## config.mk

```make
export PLATFORM = sky130hd
export DESIGN_NAME = tap_loader
export DESIGN_NICKNAME = d
export VERILOG_FILES = /design/src/rtl/nlfsr_pkg.sv /design/src/rtl/tap_range_check.sv /design/src/rtl/tap_loader.sv
export SDC_FILE = /design/constraint.sdc
export NUM_CORES = 1
export LEC_CHECK = 0
export CAP_MARGIN = 20
export CORE_UTILIZATION = 45
export DETAILED_ROUTE_END_ITERATION = 8
export GPL_ROUTABILITY_DRIVEN = 0
export GPL_TIMING_DRIVEN = 0
export PLACE_DENSITY = 0.81
export SLEW_MARGIN = 5
export SYNTH_ARGS = -nofsm -noshare
export SYNTH_HDL_FRONTEND = slang
export SYNTH_SLANG_ARGS = --single-unit
```

## constraint.sdc

```tcl
create_clock -name clk -period 3.61 [get_ports clk]
set_input_delay 0.722 -clock clk [delete_from_list [all_inputs] [get_ports clk]]
set_output_delay 0.722 -clock clk [all_outputs]
set_load 0.02 [all_outputs]
```

## src/rtl/nlfsr_pkg.sv

```systemverilog
// Shared definitions for the NLFSR tap loader and the downstream tap-evaluation block.
package nlfsr_pkg;

    localparam int unsigned TAP_W = 8;

    typedef enum logic [1:0] {
        ST_IDLE  = 2'd0,
        ST_LOAD  = 2'd1,
        ST_ARMED = 2'd2,
        ST_ERROR = 2'd3
    } tl_state_e;

    // A tap index is legal when it addresses a real register stage (1..size-1).
    function automatic logic tap_in_range(input logic [TAP_W-1:0] tap, input int unsigned size);
        return (tap != '0) && (32'(tap) < size);
    endfunction

endpackage

```

## src/rtl/tap_range_check.sv

```systemverilog
// Combinational legality check of one tap index byte against the NLFSR length.
module tap_range_check
    import nlfsr_pkg::*;
#(
    parameter int unsigned SIZE = 32
) (
    input  logic [TAP_W-1:0] din,
    output logic             ok
);

    assign ok = tap_in_range(din, SIZE);

endmodule

```

## src/rtl/tap_loader.sv

```systemverilog
// Collects NUM_OF_TAPS tap index bytes into a staging buffer and commits them
// atomically to co_buf, raising start while the committed set is armed.
module tap_loader
    import nlfsr_pkg::*;
#(
    parameter int unsigned NUM_OF_TAPS = 16,
    parameter int unsigned SIZE        = 32
) (
    input  logic                         clk,
    input  logic                         res,
    input  logic                         load,
    input  logic                         stop,
    input  logic                         din_valid,
    input  logic [7:0]                   din,
    output logic                         din_ready,
    output logic [NUM_OF_TAPS*TAP_W-1:0] co_buf,
    output logic                         start,
    output logic                         busy,
    output logic                         err
);

    localparam int unsigned BUF_W = NUM_OF_TAPS * TAP_W;
    localparam int unsigned CNT_W = $clog2(NUM_OF_TAPS + 1);
    localparam logic [CNT_W-1:0] LAST_IDX = CNT_W'(NUM_OF_TAPS - 1);

    tl_state_e        state;
    logic [BUF_W-1:0] staging;
    logic [BUF_W-1:0] staging_upd;
    logic [CNT_W-1:0] cnt;
    logic             tap_ok;
    logic             accept;

    tap_range_check #(
        .SIZE(SIZE)
    ) u_range (
        .din(din),
        .ok (tap_ok)
    );

    // load has priority over an incoming byte in the same cycle
    assign accept = din_valid && din_ready && !load;

    // Staging with the current byte merged in, so the last byte commits in the same edge
    always_comb begin
        staging_upd                       = staging;
        staging_upd[cnt*TAP_W +: TAP_W]   = din;
    end

    always_ff @(posedge clk) begin
        if (res) begin
            state     <= ST_IDLE;
            staging   <= '0;
            co_buf    <= '0;
            cnt       <= '0;
            start     <= 1'b0;
            busy      <= 1'b0;
            err       <= 1'b0;
            din_ready <= 1'b0;
        end else if (load) begin
            state     <= ST_LOAD;
            staging   <= '0;
            cnt       <= '0;
            start     <= 1'b0;
            busy      <= 1'b1;
            err       <= 1'b0;
            din_ready <= 1'b1;
        end else begin
            case (state)
                ST_LOAD: begin
                    if (accept) begin
                        if (!tap_ok) begin
                            state     <= ST_ERROR;
                            err       <= 1'b1;
                            busy      <= 1'b0;
                            din_ready <= 1'b0;
                        end else if (cnt == LAST_IDX) begin
                            state     <= ST_ARMED;
                            staging   <= staging_upd;
                            co_buf    <= staging_upd;
                            cnt       <= cnt + CNT_W'(1);
                            start     <= 1'b1;
                            busy      <= 1'b0;
                            din_ready <= 1'b0;
                        end else begin
                            staging   <= staging_upd;
                            cnt       <= cnt + CNT_W'(1);
                        end
                    end
                end
                ST_ARMED: begin
                    if (stop) begin
                        state <= ST_IDLE;
                        start <= 1'b0;
                    end
                end
                default: ;
            endcase
        end
    end

endmodule

```

==> run_results.csv, run 1 <==
group,metric,value,unit
run_status,outcome,"finished clean",
routing,drcViolationCount,0,
pwr,irDropWorstVdd,0.299,mV
sta,finalSetupViolCount,0,
synthesis,synth.distinct_cells,60,
cells_and_area,final_layout_size_suffix_gt1_frac,0.0805,
worst_setup_path,crit_fanout,13,
sta,tightest_slew,1.15,ns
sta,fin_crit_sh,0.974,
sta,rsz0062_at_grt,"true",
routing,firstDrtPassIters,5,
pwr,clkPwrFrac,0.486,
pwr,p_sw,0.00123,W
place,portBuffers,144,
floorplanning,ioPinCount,145,
synthesis,yosysTopAreaCellShare,0.502,
place,hpwl,22300,um
pwr,static-leakage-power,5.09,nW
worst_setup_path,crit_required,4.06,ns
place,place_area,12400,um^2
pwr,seqPwrFrac,0.489,
worst_setup_path,cpLargestDelayFamily,"simple AND/OR/NAND/NOR gates",
pwr,sw_frac_of_total,0.205,
sta,fmax,284,MHz
routing,vias,9115,
cts,root_buffer,"clkbuf_16",
sta,slew_headroom,0.229,
synthesis,syn-cell-area,10600,um^2
worst_setup_path,end_kind,"register",
routing,dr_wl_met2,13900,um
routing,ant_nets,0,
worst_setup_path,slowest_delay,0.51,ns
cts,hold_buffers,0,
grt,grt_first_pass_wirelength,48500,um
sta,finalHoldViolCount,0,
synthesis,synth_nets,1107,
cts,cts_buffer_depth,3,
worst_setup_path,worstPathCellList,"buf_4, buf_4, inv_1, ha_2, nor3b_2, ha_1, or4b_4, mux2_4, nor3_4, buf_12, and3_1, clkbuf_4, mux2i_1",
pwr,power.internal,0.00478,W
floorplanning,start_util,0.463,
synthesis,synthArstFlopShare,0,
worst_setup_path,cp.arrival,3.97,ns
cts,tritoncts,"yes",
sta,skew,0.00830,ns
worst_setup_path,slowest_stage,"or4b_4",
routing,drt-total-wl,31600,um
routing,dr.first_iter.drc_count,742,
sta,whs,0.450,ns
worst_setup_path,cp-start-kind,"register",
floorplanning,die_y,156,um
cells_and_area,nets,1282,
cells_and_area,n_antenna_cell,0,
synthesis,synth_ff_type,"dfxtp_1",
cells_and_area,final_area,13500,um^2
floorplanning,core,22900,um^2
sta,drv_slew,0,
cells_and_area,area_growth,27.5,%
cts,htreeDepth,1,
cts,numCtsBuffers,27,
synthesis,synth_warnings,0,
min_path,min_path_type,"register to register",
synthesis,synth.top_cells.by_area,"dfxtp_1 50%, mux2i_1 15%, a211oi_1 5.9%",
synthesis,synth_top_area_cell,"dfxtp_1",
grt,first_global_vias,8753,
cells_and_area,final_core_util,0.591,
synthesis,ys_seq_area_frac,0.502,
floorplanning,core.rowCount,55,
grt,grt_start_max_net_pins,14,
grt,grt_usage,0.258,
pwr,p_per_area,444,nW/um^2
grt,grt_overflow,0,
floorplanning,dieArea,24200,um^2
synthesis,synthTopCellsByCount,"266 x dfxtp_1, 158 x mux2i_1, 141 x nor2_1",
pwr,power_frac_comb,0.025,
sta,layout_min_cycle_time,3.52,ns
routing,drt-met1-wl,13400,um
synthesis,post-synth-top-count-cell,"dfxtp_1",
synthesis,synth_edf_count,0,
synthesis,syn_inst,1090,
cts,path_clk_slew,0.06,ns
synthesis,syn_area_per_cell,9.74,um^2
floorplanning,dieWidth,156,um
routing,routed.top_layer,"met4",
cts,cts_sinks,266,
run,cap_violations,0,
cts,clk_latency,0.53,ns
sta,fin_tns_setup,0,ns
worst_setup_path,cp_common_cell,"buf_4",
routing,wl_per_cell,19.8,um
grt,antenna_found_initial,0,
worst_setup_path,crit_buf_inv,5,
routing,vias_per_cell,5.72,
routing,met3WireLength,2940,um
worst_setup_path,crit_type,"register to register",
synthesis,ys_ff_latch,266,
## cell usage in the layout, fill, tap and decap left out, types with 3 or more instances in the layout
master           instances
nand3_4                  5
nor3_1                   8
a41o_1                   5
a31o_2                   6
buf_4                    7
or3_1                    4
and3_1                  55
nand3_1                 33
nand3b_1                 3
buf_2                    7
inv_1                    6
nand4_1                  6
clkinv_2                 3
clkbuf_16               27
dfxtp_1                265
nand3_2                  6
bufinv_16                6
nor2b_1                  4
a211oi_1                83
nor4b_1                  7
o21ai_0                  9
clkdlybuf4s50_1        144
nand2b_1                 3
nand2_1                 96
mux2i_1                157
nor2_1                 141
and2_1                  11
buf_1                    3
a21oi_1                 40
ha_1                     3
nor4_4                   3
a2111oi_4                4
clkbuf_1                70
## worst register-to-register path, cell delays in order, from the launching register on
cell and delay (ns):
dfxtp_2 0.36, buf_4 0.18, buf_4 0.19, inv_1 0.07, ha_2 0.27, nor3b_2 0.19, ha_1 0.35, or4b_4 0.51
mux2_4 0.34, nor3_4 0.23, buf_12 0.19, and3_1 0.16, clkbuf_4 0.20, mux2i_1 0.21
## timing repair
action	in CTS	in global routing
endpoints found under the setup margin	199	160
resized for setup	9	20
buffers inserted	1	2
endpoints found under the hold margin	0	0
pin swaps	1	2
## worst paths after layout
check	from	to	slack, ns	cells after the start
min reg2reg	co_buf[125]	co_buf[125]	0.45	2
max reg2reg	cnt[0]	staging[115]	0.09	13
max	cnt[0]	staging[115]	0.09	13
min	co_buf[125]	co_buf[125]	0.45	2
## cells by family (layout without fill, tap and decap cells)
kind of cell | Yosys count | after routing | share of synthesized area
AOI/OAI and AO/OA | 168 | 168 | 0.120
DFF | 266 | 266 | 0.502
adders and majority gates | 4 | 4 | 0.00471
xor gates and xnor gates | 3 | 3 | 0.00248
buffers and inverters | 90 | 280 | 0.0346
muxes | 159 | 159 | 0.150
and+or+nand+nor | 400 | 400 | 0.187
## area by class of cell
class	instances	area (um^2)
Buffer	82	348
Clock inverter	10	203
Multi-Input combinational cell	734	5060
Timing Repair Buffer	147	1480
Fill cell	1900	9380
Tap cell	313	392
Sequential cell	266	5330
Clock buffer	34	712
Inverter	7	26.3
## state kept, by name, summed over array words and instances, names as in the netlist
register  flops
co_buf      128
staging     128
cnt           5
state         2
busy          1
err           1
start         1
## per-stage QoR
stage	std cells	power (W)	setup WS, ns
6_report	1593	0.00601	0.0928
5_1_grt	1593	0.00617	-0.00892
4_1_cts	1591	0.00603	0.0164
3_5_place_dp	1547	0.00315	-0.701
3_3_place_gp	1547	0.00315	-0.566
2_1_floorplan	1090	0.00308	0.189
## layer usage
metal | up-vias | track usage
li1 | 4224 | -
met1 | 4316 | 0.345
met2 | 468 | 0.397
met3 | 107 | 0.0597
met4 | 0 | 0.117
met5 | - | 0
## power by group through the flow
stage          Combinational (W)  Clock [W]  Sequential (W)
4_1_cts                 0.000146    0.00294         0.00294
3_3_place_gp            0.000143          0         0.00300
5_1_grt                 0.000159    0.00308         0.00294
2_1_floorplan          0.0000780          0         0.00300
6_report                0.000152    0.00292         0.00294
3_5_place_dp            0.000145          0         0.00300
No activity file was read; power rests on OpenSTA's default activity.
==> run 2, diff against run 1 <==
- GPL_TIMING_DRIVEN: 0 -> 1
- PLACE_DENSITY: 0.81 -> 0.79
- clock period: 3.61 -> 4.35 ns (I/O delays scaled with it)
==> run 2 against run 1 <==
Net effect:
- non-clock buffer count down 67
- via count down 5.7%
- critical endpoint is now co_buf[66]
- combinational power down 24%
- highest routed layer unchanged
- sequential power down 17%
- clock skew up 0.0017 ns
- critical path type unchanged
- worst setup slack better by 0.39 ns
- core utilization down 1.1 points
- largest cell class unchanged
==> run_results.csv, run 2 (same netlist as run 1, synthesis figures left out) <==
group,metric,value,unit
run_status,outcome,"finished clean",
floorplanning,dieArea,24200,um^2
pwr,static-leakage-power,5.03,nW
sta,tightest_slew,1.12,ns
worst_setup_path,crit_required,4.77,ns
worst_setup_path,reg2reg_to,"co_buf[66]",
worst_setup_path,crit_type,"register to register",
cells_and_area,final_cells,1531,
cells_and_area,final_core_util,0.580,
grt,grt_usage,0.235,
cts,root_buffer,"clkbuf_16",
pwr,p_per_area,385,nW/um^2
cts,post_cts_resized,0,
cts,tritoncts,"yes",
grt,grt_first_pass_wirelength,44900,um
cells_and_area,final_layout_size_suffix_gt1_frac,0.0870,
sta,finalSetupViolCount,0,
worst_setup_path,cp-start-kind,"register",
routing,vias_per_cell,5.62,
sta,drv_slew,0,
routing,drcViolationCount,0,
cells_and_area,area_growth,25.2,%
routing,ant_nets,0,
run,cap_violations,0,
grt,grt_overflow,0,
place,place_area,12300,um^2
routing,firstDrtPassIters,5,
worst_setup_path,end_kind,"register",
cts,cts_buffer_depth,3,
sta,finalHoldViolCount,0,
sta,whs,0.450,ns
floorplanning,dieWidth,156,um
routing,wl_per_cell,18.6,um
sta,fin_tns_setup,0,ns
cells_and_area,final_cell_mix,"266 x dfxtp_1, 158 x mux2i_1, 143 x clkdlybuf4s50_1",
worst_setup_path,crit_start,"cnt[0]",
cts,clk_latency,0.52,ns
place,portBuffers,144,
worst_setup_path,cp.arrival,4.29,ns
sta,slew_headroom,0.248,
place,dp_cells,1482,
grt,grt_start_max_net_pins,79,
floorplanning,ioPinCount,145,
routing,dr.first_iter.drc_count,713,
cells_and_area,final_common_cell,"dfxtp_1",
cells_and_area,nets,1215,
place,hpwl,19000,um
cells_and_area,n_antenna_cell,0,
cts,htreeDepth,1,
sta,skew,0.00998,ns
sta,fmax,259,MHz
worst_setup_path,crit_path_end,"co_buf[66]",
floorplanning,core.rowCount,55,
worst_setup_path,crit_fanout,22,
floorplanning,die_y,156,um
cts,numCtsBuffers,27,
sta,fin_crit_sh,0.889,
cts,path_clk_slew,0.06,ns
cts,cts_sinks,266,
worst_setup_path,r2r_cells,9,
floorplanning,core,22900,um^2
worst_setup_path,r2r_slack,0.48,ns
grt,first_global_vias,8119,
worst_setup_path,r2r-start,"cnt[0]",
pwr,irDropWorstVdd,0.240,mV
sta,rsz0062_at_grt,"false",
routing,vias,8600,
routing,drt-total-wl,28500,um
cts,post_cts_buffers,0,
grt,antenna_found_initial,0,
cells_and_area,final_area,13300,um^2
cells_and_area,largestRegisters,"co_buf x128, staging x128, cnt x5",
sta,layout_min_cycle_time,3.87,ns
min_path,min_path_type,"register to register",
floorplanning,start_util,0.463,
cts,hold_buffers,0,
-- run 2: changes by cell type in the layout (fill, tap and decap cells not counted), moves of 3 or more --
| cell | delta |
|---|---|
| clkbuf_1 | -66 |
| buf_4 | +10 |
| buf_2 | -7 |
| clkbuf_8 | +7 |
| nand3_2 | +5 |
| nand3_4 | -5 |
| buf_1 | -3 |
-- run 2: worst min-delay path by stage --
stage | startpoint | endpoint | cells past startpoint
after floorplan | staging[78] | staging[78] | 1
after global placement | staging[95] | staging[95] | 1
after detailed placement | co_buf[38] | co_buf[38] | 2
after CTS | co_buf[38] | co_buf[38] | 2
after global routing | co_buf[93] | co_buf[93] | 2
final | co_buf[38] | co_buf[38] | 2
-- run 2: routing by layer --
layer / up-vias / track usage / wire length, um
li1: 4086 / - / -
met1: 4088 / 0.336 / 13300
met2: 368 / 0.359 / 12300
met3: 58 / 0.0394 / 2080
met4: 0 / 0.0761 / 780
met5: - / 0 / 0
-- run 2: cell type report --
cell class,count,area (um^2)
Fill cell,1939,9630
Timing Repair Buffer,162,1600
Inverter,7,26.3
Multi-Input combinational cell,734,4940
Tap cell,313,392
Clock inverter,10,203
Sequential cell,266,5330
Clock buffer,39,801
-- run 2: report_power, final --
| group | switching (W) | internal [W] |
|---|---|---|
| Sequential | 0.00000198 | 0.00244 |
| Combinational | 0.0000882 | 0.0000279 |
| Clock | 0.000932 | 0.00163 |
-- run 2: stage by stage --
stage	power [W]	worst slack [ns]
2_1_floorplan	0.00256	0.929
5_1_grt	0.00526	0.197
6_report	0.00511	0.482
4_1_cts	0.00514	0.571
3_3_place_gp	0.00261	0.696
3_5_place_dp	0.00261	0.624
-- run 2: critical path: stages (launching register included) --
cell and delay [ns]:
dfxtp_1 0.74, inv_1 0.10, ha_1 0.36, nor3b_1 0.20, ha_1 0.35, or4b_1 0.48
mux2i_1 0.50, nand3_1 0.52, mux2i_1 0.24, a211oi_1 0.28
